$ cat src/rtl/calc_pkg.sv
// rtl/calc_pkg.sv - shared opcodes, field widths, flag indices and state encoding for calc_sequencer
package calc_pkg;

    localparam int OPC_W   = 3;
    localparam int IMM_W   = 8;
    localparam int PC_W    = 4;
    localparam int INSTR_W = OPC_W + IMM_W;

    localparam logic [OPC_W-1:0] OP_NOP  = 3'b000;
    localparam logic [OPC_W-1:0] OP_PUSH = 3'b001;
    localparam logic [OPC_W-1:0] OP_POP  = 3'b010;
    localparam logic [OPC_W-1:0] OP_ADD  = 3'b011;
    localparam logic [OPC_W-1:0] OP_SUB  = 3'b100;
    localparam logic [OPC_W-1:0] OP_MUL  = 3'b101;
    localparam logic [OPC_W-1:0] OP_JMP  = 3'b110;
    localparam logic [OPC_W-1:0] OP_HALT = 3'b111;

    localparam int FLAG_OVF   = 0;
    localparam int FLAG_FULL  = 1;
    localparam int FLAG_EMPTY = 2;

    typedef enum logic [3:0] {
        ST_IDLE    = 4'd0,
        ST_FETCH   = 4'd1,
        ST_ROMWAIT = 4'd2,
        ST_ISSUE   = 4'd3,
        ST_DPWAIT  = 4'd4,
        ST_ADVANCE = 4'd5,
        ST_PAUSE   = 4'd6,
        ST_HALT    = 4'd7,
        ST_FAULT   = 4'd8
    } state_e;

    function automatic logic [OPC_W-1:0] instr_opc(input logic [INSTR_W-1:0] instr);
        return instr[INSTR_W-1:IMM_W];
    endfunction

    function automatic logic [IMM_W-1:0] instr_imm(input logic [INSTR_W-1:0] instr);
        return instr[IMM_W-1:0];
    endfunction

endpackage

$ cat src/rtl/calc_sequencer.sv
// rtl/calc_sequencer.sv - instruction fetch/decode sequencer driving the stack/ALU datapath
module calc_sequencer
    import calc_pkg::*;
#(
    parameter int ROM_LAT = 1,
    parameter int PC_WRAP = 1
) (
    input  logic               CLOCK_50,
    input  logic               reset_n,
    input  logic               run,
    input  logic               step,
    output logic [PC_W-1:0]    rom_addr,
    input  logic [INSTR_W-1:0] rom_q,
    output logic               dp_valid,
    output logic [OPC_W-1:0]   dp_op,
    output logic [IMM_W-1:0]   dp_imm,
    input  logic               dp_ready,
    input  logic               dp_done,
    input  logic [2:0]         dp_flags,
    output logic [PC_W-1:0]    pc,
    output logic [2:0]         overflow,
    output logic               busy,
    output logic               halted
);

    localparam logic [1:0] LAT_LOAD = 2'(ROM_LAT - 1);

    state_e               state_q, state_d;
    logic [PC_W-1:0]      pc_q, pc_d;
    logic [2:0]           ovf_q, ovf_d;
    logic [INSTR_W-1:0]   ir_q, ir_d;
    logic [1:0]           lat_q, lat_d;
    logic                 flag_any;

    assign flag_any = dp_flags[FLAG_OVF] | dp_flags[FLAG_FULL] | dp_flags[FLAG_EMPTY];

    // State and datapath registers; reset abandons any in-flight command.
    always_ff @(posedge CLOCK_50) begin
        if (!reset_n) begin
            state_q <= ST_IDLE;
            pc_q    <= '0;
            ovf_q   <= '0;
            ir_q    <= '0;
            lat_q   <= '0;
        end else begin
            state_q <= state_d;
            pc_q    <= pc_d;
            ovf_q   <= ovf_d;
            ir_q    <= ir_d;
            lat_q   <= lat_d;
        end
    end

    // Next-state logic: fetch, wait out ROM latency, decode, hand off or execute locally.
    always_comb begin
        state_d = state_q;
        pc_d    = pc_q;
        ovf_d   = ovf_q;
        ir_d    = ir_q;
        lat_d   = lat_q;
        case (state_q)
            ST_IDLE, ST_HALT, ST_FAULT: begin
                if (run) begin
                    state_d = ST_FETCH;
                    pc_d    = '0;
                    ovf_d   = '0;
                end
            end
            ST_FETCH: begin
                lat_d   = LAT_LOAD;
                state_d = ST_ROMWAIT;
            end
            ST_ROMWAIT: begin
                if (lat_q != 2'd0) begin
                    lat_d = lat_q - 2'd1;
                end else begin
                    ir_d = rom_q;
                    case (instr_opc(rom_q))
                        OP_NOP:  state_d = ST_ADVANCE;
                        OP_JMP: begin
                            pc_d    = rom_q[PC_W-1:0];
                            state_d = step ? ST_PAUSE : ST_FETCH;
                        end
                        OP_HALT: state_d = ST_HALT;
                        default: state_d = ST_ISSUE;
                    endcase
                end
            end
            ST_ISSUE: begin
                if (dp_ready) state_d = ST_DPWAIT;
            end
            ST_DPWAIT: begin
                if (dp_done) begin
                    ovf_d   = ovf_q | dp_flags;
                    state_d = flag_any ? ST_FAULT : ST_ADVANCE;
                end
            end
            ST_ADVANCE: begin
                if (pc_q == '1 && PC_WRAP == 0) begin
                    state_d = ST_HALT;
                end else begin
                    pc_d    = pc_q + 1'b1;
                    state_d = step ? ST_PAUSE : ST_FETCH;
                end
            end
            ST_PAUSE: begin
                if (run) state_d = ST_FETCH;
            end
            default: state_d = ST_IDLE;
        endcase
    end

    assign rom_addr = pc_q;
    assign pc       = pc_q;
    assign overflow = ovf_q;
    assign dp_valid = (state_q == ST_ISSUE);
    assign dp_op    = dp_valid ? instr_opc(ir_q) : '0;
    assign dp_imm   = (dp_valid && instr_opc(ir_q) == OP_PUSH) ? instr_imm(ir_q) : '0;
    assign busy     = (state_q == ST_FETCH) || (state_q == ST_ROMWAIT) ||
                      (state_q == ST_ISSUE) || (state_q == ST_DPWAIT);
    assign halted   = (state_q == ST_HALT) || (state_q == ST_FAULT);

endmodule

$ cat config.mk
export PLATFORM = sky130hd
export DESIGN_NAME = calc_sequencer
export DESIGN_NICKNAME = d
export VERILOG_FILES = /design/src/rtl/calc_pkg.sv /design/src/rtl/calc_sequencer.sv
export SDC_FILE = /design/constraint.sdc
export NUM_CORES = 1
export LEC_CHECK = 0
export ABC_CLOCK_PERIOD_IN_PS = 2300
export CAP_MARGIN = 20
export CORE_MARGIN = 4
export CORE_UTILIZATION = 43
export DETAILED_ROUTE_END_ITERATION = 10
export PLACE_DENSITY = 0.74
export SETUP_SLACK_MARGIN = 0.3
export SKIP_CTS_REPAIR_TIMING = 1
export SYNTH_ARGS = -nofsm -noshare
export SYNTH_HDL_FRONTEND = slang
export SYNTH_SLANG_ARGS = --single-unit
$ cat constraint.sdc
create_clock -name CLOCK_50 -period 2.3 [get_ports CLOCK_50]
set_input_delay 0.345 -clock CLOCK_50 [delete_from_list [all_inputs] [get_ports CLOCK_50]]
set_output_delay 0.345 -clock CLOCK_50 [all_outputs]
set_load 0.02 [all_outputs]
==> flow_summary.yaml <==
sta:
  clock.fmax_ghz: 0.497
  min_period_over_period: 0.875
  finalCriticalPeriod_ns: 2.01
  fin_ws_ns: 0.286
  tns_ns: 0
  hold_ws_ns: 0.486
  worstMarginPinSlew_ns: 0.671
  max_slew_margin: 0.552
  rsz0062_at_grt: "yes"
  finalClockSkew_ns: 0.0106
  hold_violations: 0
  report.final.slew_viol_count: 0
  setup_viol: 0
synth:
  synthCells: 189
  ys.flop_type: "dfxtp_1"
  synthMuxAreaShare: 0.0199
  yosys_warnings: 0
  synth-seq-cells: 24
  yosys.cell_count.top_type: "dfxtp_1"
  synthTopCellsByArea: "dfxtp_1 (32%), a21boi_0 (5.5%), nand2_1 (5.2%)"
  synth_top_family_by_area: "simple AND/OR/NAND/NOR gates"
  yosys.area_share.simple: 0.329
  synth_adder_area_share: 0.0166
  synth_edf_count: 0
  syn-num-nets: 211
  synth_top_area_share: 0.319
  syn_area_per_cell_um2: 7.97
  synth_xor_area_frac: 0.00581
  netlist.top_cell.by_area: "dfxtp_1"
  synth_cell_types: 46
  synth-compound-area-share: 0.238
  synth_common_cells: "dfxtp_1 (24), nand2_1 (21), nand3_1 (13), o21ai_0 (12)"
  synth-seq-area-share: 0.319
  async_flop_share: 0
  syn_area_mm2: 0.00151
placement:
  portBuffers: 44
  gp_congestion: 0.815
  dpl_worst_slack_ns: -0.0377
  hpwl_um: 2860
flow_run:
  max-cap-violations: 0
detailed_routing:
  drt_wl_total_um: 3920
  wire_per_inst_um: 14.2
  ant_nets: 0
  dr.pass1.iters: 4
  drc: 0
  vias_per_cell: 5.52
  drt_iter0_drc: 77
  num_vias: 1529
clock_tree:
  numClockSinks: 24
  clk_pin_slew_ns: 0.15
  worstSkewPairLatency_ns: 0.33
  clockRootBuffer: "clkbuf_4"
  cts_made_buffers: 3
  htreeDepth: 1
  cts_tree: "built"
  clockBufferDepth: 2
die:
  die_area_mm2: 0.00451
  die_h_um: 67.2
  ios: 45
  dieWidth_um: 67.2
  start_util: 0.448
  rows: 21
  core_area_mm2: 0.00336
worst_setup_path:
  critPathKind: "flop to output port"
  critPathMaxFanout: 8
  critPathCaptureType: "output port"
  critical_path_arrival_ns: 1.67
  worstPathRequired_ns: 1.96
  startpoint_type: "flop"
status:
  status: "completed"
global_routing:
  grt_first_pass_wirelength_um: 6640
  grt_start_max_net_pins: 25
  antenna_found_initial: 0
  grtUsageTotal: 0.189
  gr-total-overflow: 0
  first_global_vias: 1498
min_path:
  hp-class: "flop to flop"
cells_and_area:
  insertedDiodeCount: 0
  final_nets: 254
  final_layout_size_suffix_gt1_frac: 0.199
  area_growth_pct: 40.5
power_and_ir_drop:
  p_leak_nw: 0.840
  max-vdd-ir-drop_v: 0.000404
  power_density_mw_per_mm2: 932
==> kinds of logic (layout without fill, tap and decap cells) <==
kind of cell,Yosys count,after routing
multiplexers,3,3
flip-flops,24,24
buffers and inverters,22,64
AND/OR/NAND/NOR,86,86
AO/OA/AOI/OAI,51,51
XOR/XNOR,1,1
adder cells (fa/ha/maj),2,2
==> area by class of cell <==
class | count | area (µm²)
clock buffer | 3 | 22.5
fill | 311 | 1250
inverter | 7 | 26.3
sequential | 24 | 484
multi-input combinational | 143 | 975
clock inverter | 1 | 30.0
tap | 46 | 57.6
timing repair buffer | 53 | 522
==> final timing paths <==
check / depth (start not counted) / endpoint / slack (ns) / start
max: 7 / dp_imm[3] / 0.29 / state_q[0]$_SDFFE_PN0P_
min: 2 / ir_q[7]$_SDFFE_PN0P_ / 0.49 / ir_q[7]$_SDFFE_PN0P_
max reg2reg: 6 / state_q[1]$_SDFFE_PN0P_ / 0.41 / state_q[2]$_SDFFE_PN0P_
min reg2reg: 2 / ir_q[7]$_SDFFE_PN0P_ / 0.49 / ir_q[7]$_SDFFE_PN0P_
==> registers in the layout (all words and copies together) (netlist names) <==
signal and flops:
state_q 4, ir_q 11, lat_q 2, pc 4
overflow 3
==> stage by stage <==
step	instance area [µm²]	power, mW	util	instances
6_report	2120	1.97	0.629	277
3_5_place_dp	2010	1.61	0.596	270
3_3_place_gp	2010	1.58	0.596	270
5_1_grt	2120	2.13	0.629	277
2_1_floorplan	1550	1.31	-	189
4_1_cts	2060	1.93	0.612	274
==> power by group <==
group          switching, mW  internal (mW)
registers             0.0734          0.512
logic                  0.612          0.459
clock network          0.139          0.176
total                  0.825           1.15
==> critical path: stages (launching register included) <==
cell and delay, ns:
dfxtp_2 0.38, nand2_4 0.06, nor3_4 0.15, and2_4 0.17, nor3b_4 0.18, buf_6 0.15, and2_4 0.14, buf_6 0.11
==> metal layers <==
metal | global-route usage | vias to the layer above | wire length, µm
met2 | 0.336 | 50 | 1990
li1 | - | 755 | -
met5 | 0 | - | 0
met4 | 0.0759 | 0 | 81
met1 | 0.228 | 716 | 1650
met3 | 0.0266 | 8 | 203
==> layout by cell type (no fill, tap or decap), types with 8 or more instances in the layout <==
| cell | Yosys | final |
|---|---|---|
| buf_6 | 1 | 9 |
| nand2_1 | 21 | 20 |
| and2_4 | 0 | 9 |
| nand3_1 | 13 | 13 |
| nor2_1 | 10 | 9 |
| buf_4 | 4 | 8 |
| a21boi_0 | 11 | 11 |
| o21ai_0 | 12 | 12 |
| dfxtp_1 | 24 | 21 |
| clkdlybuf4s50_1 | 0 | 30 |
Note: power is estimated with default switching activity, not from simulation.
